File: config.mk
export PLATFORM = sky130hd
export DESIGN_NAME = uart_rx_fifo_feeder
export DESIGN_NICKNAME = d
export VERILOG_FILES = /design/src/rtl/uart_pkg.sv /design/src/rtl/sync_2ff.sv /design/src/rtl/uart_rx_fifo_feeder.sv
export SDC_FILE = /design/constraint.sdc
export NUM_CORES = 1
export LEC_CHECK = 0
export ABC_AREA = 1
export ABC_CLOCK_PERIOD_IN_PS = 4000
export BUFFER_PORTS_ARGS = -buffer_cell sky130_fd_sc_hd__buf_2
export CORE_MARGIN = 2
export CORE_UTILIZATION = 30
export CTS_CLUSTER_DIAMETER = 100
export CTS_CLUSTER_SIZE = 30
export DETAILED_ROUTE_END_ITERATION = 7
export HOLD_SLACK_MARGIN = 0.02
export PLACE_DENSITY_LB_ADDON = 0.15
export SYNTH_ARGS = -nofsm -noshare
export SYNTH_HDL_FRONTEND = slang
export SYNTH_SLANG_ARGS = --single-unit
File: constraint.sdc
create_clock -name i_clk -period 4 [get_ports i_clk]
set_input_delay 0.2 -clock i_clk [delete_from_list [all_inputs] [get_ports i_clk]]
set_output_delay 0.2 -clock i_clk [all_outputs]
set_load 0.05 [all_outputs]
File: src/rtl/uart_pkg.sv
// Shared UART constants and state encoding, reused by the RX, TX and baud generator.
package uart_pkg;

  localparam int NB_DATA_DEF    = 8;
  localparam int OVERSAMPLE_DEF = 16;
  localparam int SB_TICK_DEF    = 16;

  typedef enum logic [2:0] {
    IDLE   = 3'd0,
    START  = 3'd1,
    DATA   = 3'd2,
    PARITY = 3'd3,
    STOP   = 3'd4,
    BREAK  = 3'd5
  } state_t;

  function automatic int max_int(input int a, input int b);
    return (a > b) ? a : b;
  endfunction

endpackage

File: src/rtl/sync_2ff.sv
// Two-flop synchroniser for asynchronous inputs; flops reset to all ones (idle line level).
module sync_2ff #(
  parameter int WIDTH = 1
) (
  input  logic             clk,
  input  logic             rst_n,
  input  logic [WIDTH-1:0] d,
  output logic [WIDTH-1:0] q
);

  logic [WIDTH-1:0] meta;

  always_ff @(posedge clk) begin
    if (!rst_n) begin
      meta <= '1;
      q    <= '1;
    end else begin
      meta <= d;
      q    <= meta;
    end
  end

endmodule

File: src/rtl/uart_rx_fifo_feeder.sv
// Oversampled UART receiver that pushes each good frame into the RX FIFO with a one-cycle strobe.
// Define UART_RX_PARITY_EN to add an even-parity bit between the data bits and the stop bit.
module uart_rx_fifo_feeder
  import uart_pkg::*;
#(
  parameter int NB_DATA    = NB_DATA_DEF,
  parameter int OVERSAMPLE = OVERSAMPLE_DEF,
  parameter int SB_TICK    = SB_TICK_DEF
) (
  input  logic               i_clk,
  input  logic               i_reset,
  input  logic               i_tick,
  input  logic               i_rx,
  input  logic               i_fifo_full,
  output logic               o_write_fifo,
  output logic [NB_DATA-1:0] o_data_to_write,
  output logic               o_frame_err,
`ifdef UART_RX_PARITY_EN
  output logic               o_parity_err,
`endif
  output logic               o_overrun_err
);

  localparam int TW = $clog2(max_int(OVERSAMPLE, SB_TICK));
  localparam int BW = (NB_DATA > 1) ? $clog2(NB_DATA) : 1;

  localparam logic [TW-1:0] HALF_LAST = TW'(OVERSAMPLE / 2 - 1);
  localparam logic [TW-1:0] BIT_LAST  = TW'(OVERSAMPLE - 1);
  localparam logic [TW-1:0] STOP_LAST = TW'(SB_TICK - 1);
  localparam logic [BW-1:0] DATA_LAST = BW'(NB_DATA - 1);

  state_t             state;
  logic [TW-1:0]      tick_cnt;
  logic [BW-1:0]      bit_cnt;
  logic [NB_DATA-1:0] shreg;
  logic               rx_s;
`ifdef UART_RX_PARITY_EN
  logic               parity_bit;
`endif

  sync_2ff #(.WIDTH(1)) u_rx_sync (
    .clk   (i_clk),
    .rst_n (i_reset),
    .d     (i_rx),
    .q     (rx_s)
  );

  always_ff @(posedge i_clk) begin
    if (!i_reset) begin
      state           <= IDLE;
      tick_cnt        <= '0;
      bit_cnt         <= '0;
      shreg           <= '0;
      o_write_fifo    <= 1'b0;
      o_data_to_write <= '0;
      o_frame_err     <= 1'b0;
      o_overrun_err   <= 1'b0;
`ifdef UART_RX_PARITY_EN
      parity_bit      <= 1'b0;
      o_parity_err    <= 1'b0;
`endif
    end else begin
      o_write_fifo  <= 1'b0;
      o_frame_err   <= 1'b0;
      o_overrun_err <= 1'b0;
`ifdef UART_RX_PARITY_EN
      o_parity_err  <= 1'b0;
`endif
      case (state)
        IDLE: begin
          if (!rx_s) begin
            state    <= START;
            tick_cnt <= '0;
          end
        end
        // A start bit that is no longer low at its midpoint is treated as a glitch.
        START: begin
          if (i_tick) begin
            if (tick_cnt == HALF_LAST) begin
              if (!rx_s) begin
                state    <= DATA;
                tick_cnt <= '0;
                bit_cnt  <= '0;
              end else begin
                state <= IDLE;
              end
            end else begin
              tick_cnt <= tick_cnt + TW'(1);
            end
          end
        end
        DATA: begin
          if (i_tick) begin
            if (tick_cnt == BIT_LAST) begin
              shreg    <= {rx_s, shreg[NB_DATA-1:1]};
              tick_cnt <= '0;
              if (bit_cnt == DATA_LAST) begin
`ifdef UART_RX_PARITY_EN
                state <= PARITY;
`else
                state <= STOP;
`endif
              end else begin
                bit_cnt <= bit_cnt + BW'(1);
              end
            end else begin
              tick_cnt <= tick_cnt + TW'(1);
            end
          end
        end
`ifdef UART_RX_PARITY_EN
        PARITY: begin
          if (i_tick) begin
            if (tick_cnt == BIT_LAST) begin
              parity_bit <= rx_s;
              tick_cnt   <= '0;
              state      <= STOP;
            end else begin
              tick_cnt <= tick_cnt + TW'(1);
            end
          end
        end
`endif
        // Frame error outranks parity error, which in turn suppresses overrun.
        STOP: begin
          if (i_tick) begin
            if (tick_cnt == STOP_LAST) begin
              tick_cnt <= '0;
              if (!rx_s) begin
                o_frame_err <= 1'b1;
                state       <= BREAK;
`ifdef UART_RX_PARITY_EN
              end else if ((^shreg) ^ parity_bit) begin
                o_parity_err <= 1'b1;
                state        <= IDLE;
`endif
              end else if (i_fifo_full) begin
                o_overrun_err <= 1'b1;
                state         <= IDLE;
              end else begin
                o_write_fifo    <= 1'b1;
                o_data_to_write <= shreg;
                state           <= IDLE;
              end
            end else begin
              tick_cnt <= tick_cnt + TW'(1);
            end
          end
        end
        BREAK: begin
          if (rx_s) state <= IDLE;
        end
        default: state <= IDLE;
      endcase
    end
  end

endmodule

==> results of run 1 <==
-- cell usage in the layout, fill, tap and decap left out, types with 7 or more instances in the layout --
cell / n
inv_1: 13
nand3_1: 21
nand2_1: 35
dfxtp_1: 31
a21oi_1: 13
buf_2: 15
o21ai_0: 11
inv_2: 8
nor2_1: 38
nand2_2: 7
-- layer usage --
metal | global-route usage, % | up-vias | part of all wire (%)
met3 | 4.53 | 6 | 3.5
li1 | - | 747 | -
met4 | 4.29 | 0 | 1.3
met1 | 17.4 | 613 | 50
met5 | 0 | - | 0
met2 | 20.3 | 29 | 45
-- power groups by stage --
stage          logic (µW)  clock network, µW  registers, µW
2_1_floorplan         381                  0            371
3_3_place_gp          466                  0            379
3_5_place_dp          454                  0            378
4_1_cts               456                336            371
5_1_grt               505                350            376
6_report              453                322            371
-- worst max-delay path, delay by kind of cell (launching register included) --
| family | cells | cell delay, ns |
|---|---|---|
| buffers and inverters | 1 | 0.09 |
| flip-flops | 1 | 0.40 |
| AND/OR/NAND/NOR | 5 | 0.77 |
| adder cells (fa/ha/maj) | 1 | 0.24 |
| AO/OA/AOI/OAI | 1 | 0.06 |
-- layout make-up --
cell class	instances	area, µm²
Clock inverter	2	35.0
Timing Repair Buffer	15	75.1
Multi-Input combinational cell	162	902
Tap cell	70	87.6
Sequential cell	31	621
Inverter	21	78.8
Fill cell	588	3260
Clock buffer	6	82.6
-- sequential cells by signal, indices dropped and copies added, names as in the netlist --
register,cells
o_write_fifo,1
o_data_to_write,8
bit_cnt,3
u_rx_sync.meta,1
u_rx_sync.q,1
tick_cnt,4
o_overrun_err,1
o_frame_err,1
shreg,8
state,3
-- synthesized netlist by cell type --
master / n / area share, %
or2_2: 2 / 0.78
nor2_1: 38 / 8.8
nand2_4: 4 / 2.8
nor4_2: 1 / 0.78
nand3b_1: 1 / 0.47
clkbuf_1: 2 / 0.47
a21oi_4: 1 / 1.0
xor2_1: 1 / 0.54
inv_1: 13 / 3.0
o21ai_1: 5 / 1.6
nand3_4: 2 / 2.2
o21ai_0: 11 / 3.4
nand3_1: 21 / 6.5
a21oi_1: 13 / 4.0
dfxtp_1: 31 / 38
nand2_2: 7 / 2.7
nor3_4: 1 / 1.0
o21ai_2: 1 / 0.54
nor3_1: 1 / 0.31
nor2_4: 6 / 4.2
ha_1: 3 / 2.3
nand2_1: 35 / 8.1
nand3_2: 3 / 1.9
buf_2: 1 / 0.31
inv_2: 8 / 1.9
nand4_1: 5 / 1.9
-- final timing paths --
path              depth (start not counted)  slack (ns)                 end            from
setup reg to reg                          8        2.33  o_data_to_write[6]     tick_cnt[1]
setup / recovery                          8        2.33  o_data_to_write[6]     tick_cnt[1]
hold reg to reg                           1        0.43         u_rx_sync.q  u_rx_sync.meta
hold / removal                            2         0.1      u_rx_sync.meta            i_rx
-- through the flow --
| step | hold WS, ns | instances | worst slack [ns] | area (µm²) |
|---|---|---|---|---|
| after floorplan | 0.274 | 217 | 2.59 | 1610 |
| after global placement | 0.395 | 299 | 2.30 | 1760 |
| after detailed placement | 0.392 | 299 | 2.35 | 1760 |
| after CTS | 0.0892 | 307 | 2.33 | 1880 |
| after global routing | 0.103 | 307 | 2.16 | 1880 |
| final | 0.0994 | 307 | 2.33 | 1880 |
-- cells by family (layout without fill, tap and decap cells) --
| family | Yosys count | in the layout |
|---|---|---|
| buffers and inverters | 24 | 44 |
| and+or+nand+nor | 127 | 127 |
| xor gates and xnor gates | 1 | 1 |
| DFF | 31 | 31 |
| AOI/OAI and AO/OA | 31 | 31 |
| adders and majority gates | 3 | 3 |
==> results.md, run 1 <==
* Status: completed
* Setup Skew at 0.00666 ns
* Kind of start point of the critical path: flop
* Routability congestion estimate at 0.880
* Antenna-violating nets left at 0
* Post-Synth Simple-Gate Area at 42.5%
* Syn-to-layout area delta at 16.6%
* Hold crit path type: input port to flop
* Slowest-stage cell, CP: dfxtp_1
* Fin util at 36.6%
* First-pass GRT wire length at 6.30 mm
* Combinational share of power at 39.5%
* Setup TNS at 0 ns
* Drt wl/cell at 11.6 µm
* Setup bufs post-CTS at 0
* Detailed placement HPWL at 2.62 mm
* First-pass DRT Iterations at 4
* Max cap viols at 0
* Sw Share at 39.7%
* Largest net degree at the start of global routing at 19
* Core ar. at 0.00514 mm²
* Crit path largest cell delay at 0.40 ns
* Die ar. at 0.00598 mm²
* Synth Area in Compound Gates at 10.5%
* Die H at 77.4 µm
* Leakage at 0.000799 µW
* Pint at 691 µW
* Max frequency at 0.600 GHz
* Synth Net Count at 225
* Clk Latency, worst-skew pair at 0.29 ns
* Fin crit share at 41.7%
* RSZ-0062 raised after global routing: false
* Mean post-synth cell area at 7.44 µm²
* Post-cts repair resize count at 0
* Sequential cell area fraction in the yosys report at 38.4%
* CTS max path bufs at 2
* Row count at 26
* Pins Over Slew Limit at 0
* Pwr Total at 1150 µW
* NetSw at 456 µW
* Via/cell ratio at 4.54
* Initial Utilization at 31.4%
* WP data required at 4.16 ns
* CTS tree: yes
* Worst-margin pin slew at 0.363 ns
* GRT Total Usage at 13.2%
* DR iter-0 viols at 81
* Post-Route WL at 3.55 mm
* Flops & latches, synth at 31
* Clock power frac at 28.1%
* Mux cell area share after synthesis at 0%
* Initial antenna violation count at 0
* Via count at 1395
* Share of cells above drive strength 1 at 24.9%
* Synth Area in Adders at 2.33%
* VDD IR max at 198 µV
* Post-Syn Instances at 217
* Clk sink count at 31
* Flop pwr share at 32.4%
* XOR/XNOR Fraction of Synth Area at 0.543%
* Root Driver: clkbuf_8
* GRT overflow at 0
* CTS Buf Count at 5
* Die W at 77.4 µm
* Synth warnings at 0
* Hold_buf cts at 0
* CP arrival at 1.83 ns
* Htree depth at 2
* Netlist Area Pre-Place at 0.00161 mm²
* Vias in the first global route at 1325
* Worst-path cell chain: ha_1 -> nand2_2 -> nor2_4 -> inv_2 -> nor2_4 -> nand2_2 -> nand2_1 -> a21oi_1
* Fin. Hold Viols at 0
* I/O pin cnt at 16
* Drt drc at 0
* Synth cell types at 26
* Critical Path Fanout Max at 10
* Port bufs at 15
* Worst slew margin at 75.8%
* Minimum clock period at 1.67 ns
* Diodes inserted at 0
* WS Path Type: flop to flop
* PD cells at 609 mW/mm²
* Largest family of logic cells by synthesized area: simple AND/OR/NAND/NOR gates
* Clk pin slew, worst setup/hold paths at 0.07 ns
* Critical Path Sink Type: flop
* Final-stage net count at 244
* Setup violators final at 0
(Power assumes the default switching activity.)
==> run 2: changes to the inputs <==
ABC_CLOCK_PERIOD_IN_PS = 1650   (was 4000)
clock period = 1.65 ns   (was 4 ns; I/O delays follow)
==> results.md, run 2 (synthesis results as in run 1) <==
* Status: completed
* Port bufs at 15
* Fin. Hold Viols at 0
* Crit path largest cell delay at 0.38 ns
* CTS max path bufs at 2
* Clk pin slew, worst setup/hold paths at 0.07 ns
* Via count at 1429
* CP arrival at 1.72 ns
* Root Driver: clkbuf_8
* Most frequent cells in the layout: 37 x nor2_1, 35 x nand2_1, 31 x dfxtp_1, 21 x nand3_1, 15 x buf_2
* Fin util at 38.1%
* Met3 WL at 99 µm
* Vias in the first global route at 1350
* Drt drc at 0
* Routability congestion estimate at 0.880
* Combinational share of power at 40.4%
* DR iter-0 viols at 51
* Critical path startpoint: tick_cnt[0]
* RSZ-0062 raised after global routing: false
* Die W at 77.4 µm
* VDD IR max at 440 µV
* Critical Path Sink Type: flop
* Initial Utilization at 31.4%
* Slowest-stage cell, CP: dfxtp_1
* WP data required at 1.86 ns
* Share of cells above drive strength 1 at 27.9%
* CTS Buf Count at 5
* Max cap viols at 0
* Crit Reg-Reg Startpoint: tick_cnt[0]
* Post-Route WL at 3.56 mm
* WS Path Type: flop to flop
* Critical Path Fanout Max at 9
* Pint at 1650 µW
* Drt wl/cell at 11.2 µm
* Final-stage net count at 254
* Leakage at 0.000848 µW
* Min-delay src: i_fifo_full
* Pwr Total at 2760 µW
* Die H at 77.4 µm
* Setup Skew at 0.0107 ns
* Max frequency at 0.666 GHz
* GRT Total Usage at 13.2%
* Detailed placement HPWL at 2.68 mm
* M1 WL at 1.76 mm
* Flop pwr share at 32.6%
* Largest net degree at the start of global routing at 18
* First-pass GRT wire length at 6.27 mm
* Diodes inserted at 0
* Worst-margin pin slew at 0.409 ns
* Syn-to-layout area delta at 21.2%
* Delay-heaviest family, CP: flip-flops
* Clock power frac at 27.0%
* Number of buffers and inverters on the critical path at 2
* Minimum clock period at 1.50 ns
* Antenna-violating nets left at 0
* GRT overflow at 0
* Initial antenna violation count at 0
* Worst slew margin at 72.7%
* Clk Latency, worst-skew pair at 0.28 ns
* DR WL met2 at 1.64 mm
* Uppermost routed layer: met4
* Leading registers by flop count: o_data_to_write: 8 flops, shreg: 8 flops, tick_cnt: 4 flops
* Fin crit share at 91.0%
* Pins Over Slew Limit at 0
* PD cells at 1410 mW/mm²
* Setup violators final at 0
* CTS tree: yes
* Core ar. at 0.00514 mm²
* Htree depth at 2
* Most common cell after layout, fill and taps aside: nor2_1
* Hold slack at 0.0485 ns
* Kind of start point of the critical path: flop
* Clk sink count at 31
* Worst reg2reg setup slack at 0.15 ns
* NetSw at 1110 µW
* Via/cell ratio at 4.51
* Die ar. at 0.00598 mm²
* First-pass DRT Iterations at 4
* I/O pin cnt at 16
* Sw Share at 40.3%
* Hold crit path type: input port to flop
* Setup TNS at 0 ns
* Row count at 26
* Worst-path cell chain: ha_1 -> nand2_2 -> nor2_4 -> buf_4 -> nand3_4 -> inv_2 -> o21ai_0 -> a21oi_1
==> run 2: cell types whose count changed in the layout (fill, tap and decap cells not counted), sizes merged <==
cell | before | now
buf | 15 | 24
clkinv | 1 | 2
clkbuf | 6 | 5
dlygate4sd3 | 0 | 1
==> run 2: through the flow <==
| stage | worst slack (ns) | cells | area, µm² |
|---|---|---|---|
| floorplan | 0.242 | 217 | 1610 |
| global placement | 0.175 | 304 | 1800 |
| detailed placement | 0.148 | 304 | 1800 |
| CTS | 0.149 | 313 | 1920 |
| global route | 0.00204 | 317 | 1960 |
| finish | 0.149 | 317 | 1960 |
==> run 2: timing repair <==
item | in CTS | in global routing
gates resized for setup | 0 | 1
endpoints found under the setup margin | 0 | 11
endpoints found under the hold margin | 1 | 0
hold buffers | 1 | 0
buffers inserted | 0 | 4
==> run 2: final cells by class <==
cell class              instances  area (µm²)
repair buffers                 25         153
well taps                      70        87.6
clock inverters                 3        43.8
flip-flops and latches         31         621
multi-input cells             162         905
clock buffers                   5        68.8
fillers                       582        3180
inverters                      21        78.8
==> run 2: layer usage <==
| layer | track usage [%] | vias to the layer above |
|---|---|---|
| met5 | 0 | - |
| met4 | 5.89 | 0 |
| met3 | 3.60 | 7 |
| met2 | 20.2 | 20 |
| met1 | 17.5 | 637 |
| li1 | - | 765 |
==> run 2: worst register-to-register path: stages, from the launching register on <==
cell and delay (ns):
dfxtp_1 0.38, ha_1 0.22, nand2_2 0.11, nor2_4 0.11
buf_4 0.14, nand3_4 0.11, inv_2 0.16, o21ai_0 0.09
a21oi_1 0.12
==> run 2: final timing paths <==
path | end | cells after the start
max | shreg[7] | 8
min | o_write_fifo | 2
max reg2reg | shreg[7] | 8
min reg2reg | u_rx_sync.q | 1
==> run 2: power groups by stage <==
stage               Clock [µW]  Sequential, µW  Combinational [µW]
finish                     745             898                1110
global route               809             909                1260
CTS                        773             900                1120
detailed placement           0             918                1110
global placement             0             917                1120
floorplan                    0             899                 925
==> run 3: changes to the inputs <==
CORE_UTILIZATION = 25   (was 30)
==> results.md, run 3 (synthesis results as in run 1) <==
* Minimum clock period at 1.54 ns
* Slowest-stage cell, CP: dfxtp_2
* Max frequency at 0.649 GHz
* Setup Skew at 0.00698 ns
* Htree depth at 2
* PD cells at 1380 mW/mm²
* Detailed placement HPWL at 2.81 mm
* Leakage at 0.000828 µW
* Largest net degree at the start of global routing at 18
* Root Driver: clkbuf_8
* Vias in the first global route at 1306
* Initial Utilization at 25.6%
* Clock power frac at 24.5%
* CTS max path bufs at 2
* Die ar. at 0.00711 mm²
* Critical Path Fanout Max at 6
* Leading registers by flop count: o_data_to_write: 8 flops, shreg: 8 flops, tick_cnt: 4 flops
* CTS Buf Count at 5
* Hold crit path type: input port to flop
* Row count at 29
* Clk pin slew, worst setup/hold paths at 0.07 ns
* Max cap viols at 0
* Share of cells above drive strength 1 at 28.2%
* NetSw at 1110 µW
* Setup TNS at 0 ns
* Initial antenna violation count at 0
* Core ar. at 0.00631 mm²
* Critical Path Sink Type: flop
* Flop pwr share at 33.0%
* Worst-margin pin slew at 0.414 ns
* Most numerous cell on the critical path: nor2_4
* Hold slack at 0.0447 ns
* Kind of start point of the critical path: flop
* Drt wl/cell at 11.9 µm
* Diodes inserted at 0
* Pwr Total at 2700 µW
* Worst reg2reg setup slack at 0.11 ns
* Antenna-violating nets left at 0
* Die H at 84.4 µm
* I/O pin cnt at 16
* DP Worst Slack at 0.0668 ns
* WP data required at 1.87 ns
* Sw Share at 41.2%
* Setup violators final at 0
* Clk Latency, worst-skew pair at 0.28 ns
* VDD IR max at 565 µV
* Final WS setup at 0.108 ns
* Most frequent cells in the layout: 38 x nor2_1, 35 x nand2_1, 29 x dfxtp_1, 21 x nand3_1, 15 x buf_2
* Fin util at 31.0%
* DR iter-0 viols at 97
* WS Path Type: flop to flop
* First-pass GRT wire length at 6.27 mm
* Pins Over Slew Limit at 0
* Final-stage net count at 252
* Clk sink count at 31
* CTS tree: yes
* Drt drc at 0
* Worst slew margin at 72.3%
* Worst-path cell chain: ha_4 -> nand2_2 -> nor2_4 -> inv_2 -> nor2_4 -> buf_6 -> nand3_1 -> a21oi_2
* First-pass DRT Iterations at 4
* Delay-heaviest family, CP: simple AND/OR/NAND/NOR gates
* Die W at 84.4 µm
* GRT overflow at 0
* Post-Route WL at 3.83 mm
* RSZ-0062 raised after global routing: false
* Via count at 1410
* Status: completed
* Fin crit share at 93.4%
* Via/cell ratio at 4.38
* Fin. Hold Viols at 0
* Syn-to-layout area delta at 21.3%
* Pint at 1590 µW
* GRT Total Usage at 11.0%
* Number of buffers and inverters on the critical path at 2
* Routability congestion estimate at 0.782
* CP arrival at 1.76 ns
* Combinational share of power at 42.6%
* Most common cell after layout, fill and taps aside: nor2_1
* Port bufs at 15
* Crit path largest cell delay at 0.37 ns
[run 3: cell types whose count changed in the layout (fill, tap and decap cells not counted), moves of 2 or more]
cell | before | now
dfxtp_1 | 31 | 29
clkbuf_8 | 5 | 7
dfxtp_2 | 0 | 2
buf_4 | 9 | 6
[run 3: metal layers]
layer  global-route usage, %  up-vias  share of wire [%]
li1                        -      764                  -
met1                    14.2      623                 48
met2                    18.3       18                 48
met3                    2.36        5                2.2
met4                    3.90        0                1.5
met5                       0        -                  0
[run 3: worst paths after layout]
kind	cells past startpoint	end	startpoint
setup / recovery	8	o_data_to_write[6]	tick_cnt[0]
setup reg to reg	8	o_data_to_write[6]	tick_cnt[0]
hold / removal	2	o_write_fifo	i_fifo_full
hold reg to reg	1	u_rx_sync.q	u_rx_sync.meta
[run 3: per-stage QoR]
step	std cells	instance area, µm²
after floorplan	217	1610
after global placement	310	1800
after detailed placement	310	1800
after CTS	319	1910
after global routing	322	1960
final	322	1960
[run 3: area by class of cell]
type,count,area (µm²)
Timing Repair Buffer,23,141
Tap cell,77,96.3
Fill cell,717,4360
Multi-Input combinational cell,162,918
Sequential cell,31,623
Inverter,21,78.8
Clock buffer,8,100
[run 3: timing repair]
action	in CTS	in global routing
gates resized for setup	0	7
hold buffers	1	0
setup endpoints to repair	0	11
buffers inserted	0	3
endpoints found under the hold margin	1	0
[run 3: power by group through the flow]
stage                     combinational (µW)  sequential, µW  clock [µW]
after floorplan                          925             899           0
after global placement                  1190             905           0
after detailed placement                1160             904           0
after CTS                               1160             887         677
after global routing                    1290             901         727
final                                   1150             891         661
